`src/rtl/rr_sched_pkg.sv`:
```
// Shared definitions for the round-robin burst scheduler.
// Holds the FSM state encoding, the default requester count, and the helper
// that turns the last winner's index into the fairness mask used by the next
// arbitration.
package rr_sched_pkg;

  localparam int DEF_N_REQ = 4;

  typedef enum logic {
    IDLE  = 1'b0,
    BURST = 1'b1
  } state_e;

  // Mask with every bit strictly above idx set, so the requester just above
  // the previous winner gets first pick next time. Returned 32 bits wide;
  // callers truncate to their requester count (N_REQ must not exceed 32).
  // For idx=31 the shift overflows to zero, giving an all-zero mask.
  function automatic logic [31:0] mask_above(input int unsigned idx);
    logic [31:0] upto;
    upto = (32'd2 << idx) - 32'd1;
    return ~upto;
  endfunction

endpackage

```
`src/rtl/rr_pick.sv`:
```
// Combinational lowest-bit-first picker with a priority mask.
// If any request survives the mask, the lowest surviving bit wins; otherwise
// the lowest raw request bit wins.
// Ports:
//   req    - raw request vector
//   mask   - priority mask (1 = preferred position)
//   onehot - one-hot winner, zero when req is zero
//   idx    - binary winner index, zero when req is zero
module rr_pick #(
  parameter int N    = 4,
  parameter int ID_W = $clog2(N)
) (
  input  logic [N-1:0]    req,
  input  logic [N-1:0]    mask,
  output logic [N-1:0]    onehot,
  output logic [ID_W-1:0] idx
);

  logic [N-1:0] masked_req;
  logic [N-1:0] sel;

  assign masked_req = req & mask;
  assign sel        = (|masked_req) ? masked_req : req;

  // Scan from the top down so the lowest set bit is the last one written.
  always_comb begin
    onehot = '0;
    idx    = '0;
    for (int i = N - 1; i >= 0; i--) begin
      if (sel[i]) begin
        onehot    = '0;
        onehot[i] = 1'b1;
        idx       = ID_W'(i);
      end
    end
  end

endmodule

```
`src/rtl/rr_burst_scheduler.sv`:
```
// Round-robin burst scheduler.
// Shares one beat-oriented resource among N_REQ requesters. A winner keeps
// the resource for req_len+1 beats, each beat handed over with a
// valid/ready handshake. Arbitration happens only while IDLE, which leaves
// exactly one idle cycle between consecutive bursts.
// Ports:
//   clk        - clock, rising edge
//   rst        - asynchronous reset, active low
//   req        - per-requester request, level-sensitive
//   req_len    - per-requester beats-minus-one, slice i for req[i]
//   grant      - registered one-hot owner
//   grant_id   - binary owner index, zero when idle
//   busy       - a burst is in progress
//   beat_valid - a beat is offered to the resource
//   beat_ready - the resource accepts the beat
//   beat_last  - current beat is the final one of the burst
module rr_burst_scheduler
  import rr_sched_pkg::*;
#(
  parameter int N_REQ = DEF_N_REQ,
  parameter int LEN_W = 4,
  parameter int ID_W  = $clog2(N_REQ)
) (
  input  logic                   clk,
  input  logic                   rst,
  input  logic [N_REQ-1:0]       req,
  input  logic [N_REQ*LEN_W-1:0] req_len,
  output logic [N_REQ-1:0]       grant,
  output logic [ID_W-1:0]        grant_id,
  output logic                   busy,
  output logic                   beat_valid,
  input  logic                   beat_ready,
  output logic                   beat_last
);

  state_e             state_q, state_d;
  logic [N_REQ-1:0]   grant_q, grant_d;
  logic [ID_W-1:0]    grant_id_q, grant_id_d;
  logic [N_REQ-1:0]   mask_q, mask_d;
  logic [LEN_W-1:0]   cnt_q, cnt_d;
  logic [LEN_W-1:0]   len_q, len_d;

  logic [N_REQ-1:0]   pick_onehot;
  logic [ID_W-1:0]    pick_idx;

  rr_pick #(
    .N    (N_REQ),
    .ID_W (ID_W)
  ) u_pick (
    .req    (req),
    .mask   (mask_q),
    .onehot (pick_onehot),
    .idx    (pick_idx)
  );

  always_ff @(posedge clk or negedge rst) begin
    if (!rst) begin
      state_q    <= IDLE;
      grant_q    <= '0;
      grant_id_q <= '0;
      mask_q     <= '0;
      cnt_q      <= '0;
      len_q      <= '0;
    end else begin
      state_q    <= state_d;
      grant_q    <= grant_d;
      grant_id_q <= grant_id_d;
      mask_q     <= mask_d;
      cnt_q      <= cnt_d;
      len_q      <= len_d;
    end
  end

  // Length and owner are latched at grant time, so later changes on req or
  // req_len cannot disturb a burst in flight. cnt stops at len, so it never
  // wraps.
  always_comb begin
    state_d    = state_q;
    grant_d    = grant_q;
    grant_id_d = grant_id_q;
    mask_d     = mask_q;
    cnt_d      = cnt_q;
    len_d      = len_q;
    case (state_q)
      IDLE: begin
        if (|req) begin
          state_d    = BURST;
          grant_d    = pick_onehot;
          grant_id_d = pick_idx;
          len_d      = req_len[int'(pick_idx)*LEN_W +: LEN_W];
          cnt_d      = '0;
        end
      end
      BURST: begin
        if (beat_ready) begin
          if (cnt_q == len_q) begin
            state_d    = IDLE;
            grant_d    = '0;
            grant_id_d = '0;
            cnt_d      = '0;
            mask_d     = N_REQ'(mask_above(int'(grant_id_q)));
          end else begin
            cnt_d = cnt_q + LEN_W'(1);
          end
        end
      end
      default: state_d = IDLE;
    endcase
  end

  assign grant      = grant_q;
  assign grant_id   = grant_id_q;
  assign busy       = (state_q == BURST);
  assign beat_valid = busy;
  assign beat_last  = busy && (cnt_q == len_q);

endmodule

```
`config.mk`:
```
export PLATFORM = sky130hd
export DESIGN_NAME = rr_burst_scheduler
export DESIGN_NICKNAME = d
export VERILOG_FILES = /design/src/rtl/rr_sched_pkg.sv /design/src/rtl/rr_pick.sv /design/src/rtl/rr_burst_scheduler.sv
export SDC_FILE = /design/constraint.sdc
export NUM_CORES = 1
export LEC_CHECK = 0
export CORE_ASPECT_RATIO = 1.5
export CORE_UTILIZATION = 41
export CTS_CLUSTER_SIZE = 10
export DETAILED_ROUTE_END_ITERATION = 6
export PLACE_DENSITY = 0.74
export SLEW_MARGIN = 40
export SYNTH_ARGS = -nofsm -noshare
export SYNTH_HDL_FRONTEND = slang
export SYNTH_SLANG_ARGS = --single-unit
```
`constraint.sdc`:
```
create_clock -name clk -period 1.6 [get_ports clk]
set_input_delay 0.24 -clock clk [delete_from_list [all_inputs] [get_ports clk]]
set_output_delay 0.24 -clock clk [all_outputs]
set_load 0.05 [all_outputs]
```
==> metrics, run 1 <==
Pre-Repair DR Iteration Count 5; CTS Root Buffer Type clkbuf_4; Worst setup SP type flop; Synthesis Warnings 0; Routed WL 2884 um; period utilisation layout 113.4%; pwr dens 1756 mW/mm2; Post-Synthesis Cells 99; Routed Antenna Nets 0; Initial Util 42.92%; # DRC 0; commonest cells in the netlist dfrtp_1 (18), nand2_1 (8), nor2_1 (6), o21ai_0 (6); Worst path top cell family by delay simple AND/OR/NAND/NOR gates; number of synthesized flops with an enable pin 0; top layer in use met4; slowest stage delay, CP 0.42 ns; Ant. Diodes 0; Final Critical Period 1.814 ns; Worst Reg2Reg Path Length in Cells 5; H-tree depth 1; Async SR Flop Fraction 100.0%; DP Area 0.001570 mm2; cell taking the most area after synthesis dfrtp_1; hold crit path type primary input to asynchronous set/reset pin; Die X 43.12 um; LEAKAGE 0.7754 nW; post-layout net count 188; DIE HEIGHT 63.68 um; worst skew pair latency 0.31 ns; fmax 551.4 MHz; final setup TNS -1.355 ns; crit-path cells xor2_2 > nor4_4 > and2_4 > buf_12; nature of the critical path endpoint output port; total power 2.988 mW; worst setup margin -0.2137 ns; Slew headroom 74.14%; TritonCTS clock tree built; share of cells above drive strength 1 37.42%; Slew Viols, Final 0; Primary FF master, synth dfrtp_1; via count 1021; WL met1 1032 um; HPWL Detailed 2178 um; crit path max fanout 2; Clk pin slew, worst setup/hold paths 0.11 ns; Final Hold Viols 0; largest net degree at the start of global routing 19; Max Cap Violations 0; count leader, synth dfrtp_1; Post-Syn Area 0.001040 mm2; failing checks negative setup slack; post-route cell area 0.001702 mm2; Worst Clk Skew 0.01147 ns; Max rail drop VDD 1210 uV; Worst-Margin Slew 0.3866 ns; Final Setup Violations 17; I/O Buffers 31; Site Rows 22; io pins 32; Die Area 0.002745 mm2; gpl congestion 0.7979; metal3 WL 81 um; DP Worst Slack -0.5196 ns; Required @ worst endpoint 1.36 ns; WP buf/inv 1; vias per cell 5.460; Synth area leaders dfrtp_1 (43%), mux2i_1 (3.9%), o221ai_1 (3.4%), xor2_1 (3.4%), o21ai_0 (2.9%); synth-to-layout area growth 63.66%; drt first-iter violations 26; Worst path depth 4; Yosys cell types 41; total gr overflow 0; Core ar. 0.002422 mm2; cts bufs inserted 3; status finished with violations; Met2 Wirelength 1718 um; first-pass GRT wire length 4616 um; routed len/inst 15.42 um; Avg Synthesized Cell Area 10.50 um2; Slowest cell on crit path dfrtp_1; number of global-route vias before repair 1068; unrepaired setup endpoints after global routing true; Post-Syn Nets 123; Global Route Usage Sum 22.52%; sequential area share after synthesis 43.32%; initial antenna violation count 0; kind of critical path flop to output port; Max clock buf depth 2; Clock Sinks 18; area share of the largest cell type after synthesis 43.32%; Synth Register Bits 18; Critical Path AT 1.57 ns
[through the flow]
stage	hold slack (ns)	utilization (%)	cells
floorplan	-0.05559	-	99
global placement	0.4776	64.82	176
detailed placement	0.4789	64.82	176
CTS	0.2653	68.91	186
global route	0.2743	70.25	187
finish	0.2500	70.25	187
[per-layer routing]
layer  track usage (%)  up-vias
met5                 0        -
met4             8.333        0
met3             2.579        6
met2             43.66       32
met1             23.22      488
li1                  -      495
[power by group]
group,internal (mW),switching [mW],leakage [nW]
sequential,0.645,0.182,0.220
clock,0.139,0.151,0.0210
combinational,0.933,0.938,0.534
total,1.72,1.27,0.775
[registers in the layout, indices dropped and copies added (netlist names)]
| name | flops |
|---|---|
| beat_valid | 1 |
| grant_id | 2 |
| cnt_q | 4 |
| len_q | 4 |
| mask_q | 3 |
| grant | 4 |
[logic make-up (layout without fill, tap and decap cells)]
kind of cell    Yosys count  in the layout  synth area share (%)
flops                    18             18                 43.32
simple gates             35             35                 21.06
fa+ha+maj                 1              1                 1.203
xor+xnor                  5              5                 4.212
buf+inv                   4             68                 2.647
mux                       6              6                 6.017
compound gates           30             30                 21.54
[final timing paths]
kind / start / end / slack, ns
min reg2reg: grant[0] / grant[0] / 0.51
min in group clk: grant[0] / grant[0] / 0.51
max in group asynchronous: rst / mask_q[3] / 1.15
max reg2reg: len_q[2] / mask_q[1] / -0.17
max: len_q[2] / beat_last / -0.21
min: rst / len_q[3] / 0.25
[final cells by class]
class / count / area (um2)
repair buffers: 63 / 566.8
flip-flops and latches: 18 / 450.4
fillers: 190 / 720.7
clock buffers: 4 / 36.28
inverters: 1 / 3.754
well taps: 24 / 30.03
multi-input cells: 77 / 614.3
[cell usage in the layout, fill, tap and decap left out, drive strengths merged, types with 4 or more instances in the layout]
cell type and count:
buf 41, clkbuf 4, clkdlybuf4s50 20, dfrtp 18
mux2i 4, nand2 11, nand3b 4, nor2 8
o21ai 9, o221ai 4, xor2 4
[what timing repair did]
item                                    in CTS  in global routing
buffers inserted                             6                  1
hold endpoints to repair                     0                  0
endpoints found under the setup margin      19                 19
hold buffers                                 0                  0
pin swaps                                    6                  7
gates resized for setup                      6                  7
[worst register-to-register path: cells and delay by family, from the launching register on]
family        cells  cell delay [ns]
flops             1             0.42
simple gates      2             0.56
mux               1             0.31
buf+inv           1             0.17
xor+xnor          1             0.19
Note: power is estimated with default switching activity, not from simulation.
==> run 2, diff against run 1 <==
CELL_PAD_IN_SITES_DETAIL_PLACEMENT = 1   (was unset)
CELL_PAD_IN_SITES_GLOBAL_PLACEMENT = 1   (was unset)
CORE_UTILIZATION = 31   (was 41)
PLACE_DENSITY = unset   (was 0.74)
PLACE_DENSITY_LB_ADDON = 0.1   (was unset)
==> run 2 against run 1 <==
  * The flow still finishes with violations (negative setup slack)
  * Clock power is 27% higher
  * Non-clock buffer count is 2 higher
  * Count of clock-buffer cells in the layout stayed put
  * Worst setup slack worse by 0.030 ns
  * Core utilization is 14 points lower
  * Clock skew is 0.0078 ns lower
  * Flip-flop and latch count stayed put
  * Critical path type unchanged
  * Highest routed layer unchanged
==> metrics, run 2 (synthesis gave the netlist of run 1 again) <==
TritonCTS clock tree built; Worst-Margin Slew 0.4212 ns (+0.03453 ns); Final Critical Period 1.843 ns (+0.02969 ns); unrepaired setup endpoints after global routing true; largest net degree at the start of global routing 19 (unchanged); via count 1014 (-0.69%); drt first-iter violations 13 (-50%); Final Setup Violations 14 (-3); Worst path top cell family by delay simple AND/OR/NAND/NOR gates; gpl congestion 0.8481 (+6.3%); Initial Util 32.91% (-10 points); Routed WL 3032 um (+5.1%); Required @ worst endpoint 1.36 ns (about the same); post-layout net count 190 (+1.1%); fmax 542.5 MHz (-1.6%); Final Hold Viols 0 (unchanged); most common cell after layout, fill and taps aside buf_4; Global Route Usage Sum 18.21% (-4.3 points); Slew Viols, Final 0 (unchanged); cts bufs inserted 3 (unchanged); status finished with violations; vias per cell 4.946 (-9.4%); crit path max fanout 2 (unchanged); io pins 32 (unchanged); pwr dens 1784 mW/mm2 (+1.6%); H-tree depth 1 (unchanged); Die Area 0.003594 mm2 (+31%); Die X 49.29 um (+14%); routed len/inst 14.79 um (-4.1%); Site Rows 25 (+14%); Critical Path AT 1.60 ns (+0.03 ns); WP buf/inv 2 (+1); worst setup margin -0.2433 ns (-0.02969 ns); failing checks negative setup slack; initial antenna violation count 0 (unchanged); HPWL Detailed 2330 um (+7.0%); CTS Root Buffer Type clkbuf_8; DP Area 0.001583 mm2 (+0.80%); commonest cells after routing, fill and taps aside buf_4 (39), clkdlybuf4s50_1 (19), dfrtp_1 (18), nand2_1 (8), o21ai_0 (6); Max clock buf depth 2 (unchanged); first-pass GRT wire length 4954 um (+7.3%); total gr overflow 0 (unchanged); period utilisation layout 115.2% (+1.9 points); Slowest cell on crit path dfrtp_1; LEAKAGE 0.7931 nW (+2.3%); Pre-Repair DR Iteration Count 4 (-1); Max rail drop VDD 1073 uV (-11%); Core ar. 0.003159 mm2 (+30%); Worst setup SP type flop; Slew headroom 71.92% (-2.2 points); Routed Antenna Nets 0 (unchanged); nature of the critical path endpoint output port; Clock Sinks 18 (unchanged); slowest stage delay, CP 0.41 ns (about the same); DIE HEIGHT 72.93 um (+15%); total power 3.158 mW (+5.7%); hold crit path type primary input to asynchronous set/reset pin; share of cells above drive strength 1 43.03% (+5.6 points); synth-to-layout area growth 70.28%; crit-path cells xor2_2 > nor4_4 > buf_4 > and2_4 > buf_12; fillcell total 356 (+87%); footprint of the multi-input gates 630.6 um2 (+2.6%); Max Cap Violations 0 (unchanged); Clk pin slew, worst setup/hold paths 0.07 ns (-0.04 ns); I/O Buffers 31 (unchanged); post-route cell area 0.001770 mm2 (+4.0%); worst skew pair latency 0.25 ns (-0.06 ns); kind of critical path flop to output port; # DRC 0 (unchanged); Ant. Diodes 0 (unchanged); Register Area 450.4 um2 (unchanged); number of global-route vias before repair 1072 (+0.37%); Worst Clk Skew 0.003673 ns (-0.007796 ns)
==> run 2: cell count changes in the layout (fill, tap and decap cells not counted), moves of 2 or more <==
cell       change
clkbuf_4       -3
clkbuf_8       +3
nor2_1         -3
o2bb2ai_1      -3
o2bb2ai_2      +3
buf_4          +2
nand2_8        -2
nor2_4         +2
o21ai_0        +2
o21ai_1        -2
==> run 2: area by class of cell <==
cell class | count | area share, %
Inverter | 1 | 0.2120
Tap cell | 40 | 2.827
Multi-Input combinational cell | 77 | 35.62
Clock buffer | 4 | 3.110
Sequential cell | 18 | 25.44
Timing Repair Buffer | 65 | 32.79
==> run 2: worst register-to-register path, cell delays in order (launching register included) <==
cell and delay, ns:
dfrtp_1 0.41, xor2_2 0.20, nor4_4 0.31, buf_4 0.16, and3_4 0.24, mux2_4 0.31
==> run 2: layer usage <==
layer / track usage [%] / share of wire, % / vias to the layer above
li1: - / - / 503
met1: 19.76 / 38 / 493
met2: 36.38 / 59 / 16
met3: 1.875 / 2.5 / 2
met4: 4.902 / 0.33 / 0
met5: 0 / 0 / -
==> run 2: stage by stage <==
step	hold slack (ns)	util (%)	cells	setup slack, ns	TNS [ns]
after floorplan	-0.05559	-	99	-0.02579	-0.02579
after global placement	0.4786	50.10	191	-0.4648	-4.299
after detailed placement	0.4804	50.10	191	-0.4238	-4.403
after CTS	0.3227	53.66	202	-0.2472	-0.5439
after global routing	0.3454	56.04	205	-0.3101	-2.350
final	0.3155	56.04	205	-0.2433	-0.8603
==> run 2: final timing paths <==
kind / startpoint / endpoint / slack [ns] / cells past startpoint
max in group asynchronous: rst / mask_q[3] / 1.08 / 2
worst min register to register: grant[0] / grant[0] / 0.50 / 1
worst max register to register: len_q[2] / mask_q[1] / -0.15 / 5
worst max-delay path: len_q[2] / beat_last / -0.24 / 5
min in group clk: grant[0] / grant[0] / 0.50 / 1
worst min-delay path: rst / cnt_q[1] / 0.32 / 2
==> run 2: where the power goes <==
part           total (mW)  internal, mW  leakage [nW]  switching, mW
clock               0.367         0.218        0.0288          0.148
combinational        1.98          1.01         0.544          0.976
sequential          0.810         0.647         0.220          0.163
==> run 2: what timing repair did <==
item,in CTS,in global routing
buffers inserted,7,5
resized for setup,6,13
pin swaps,4,9
hold buffers,0,0
hold endpoints to repair,0,0
endpoints found under the setup margin,15,17
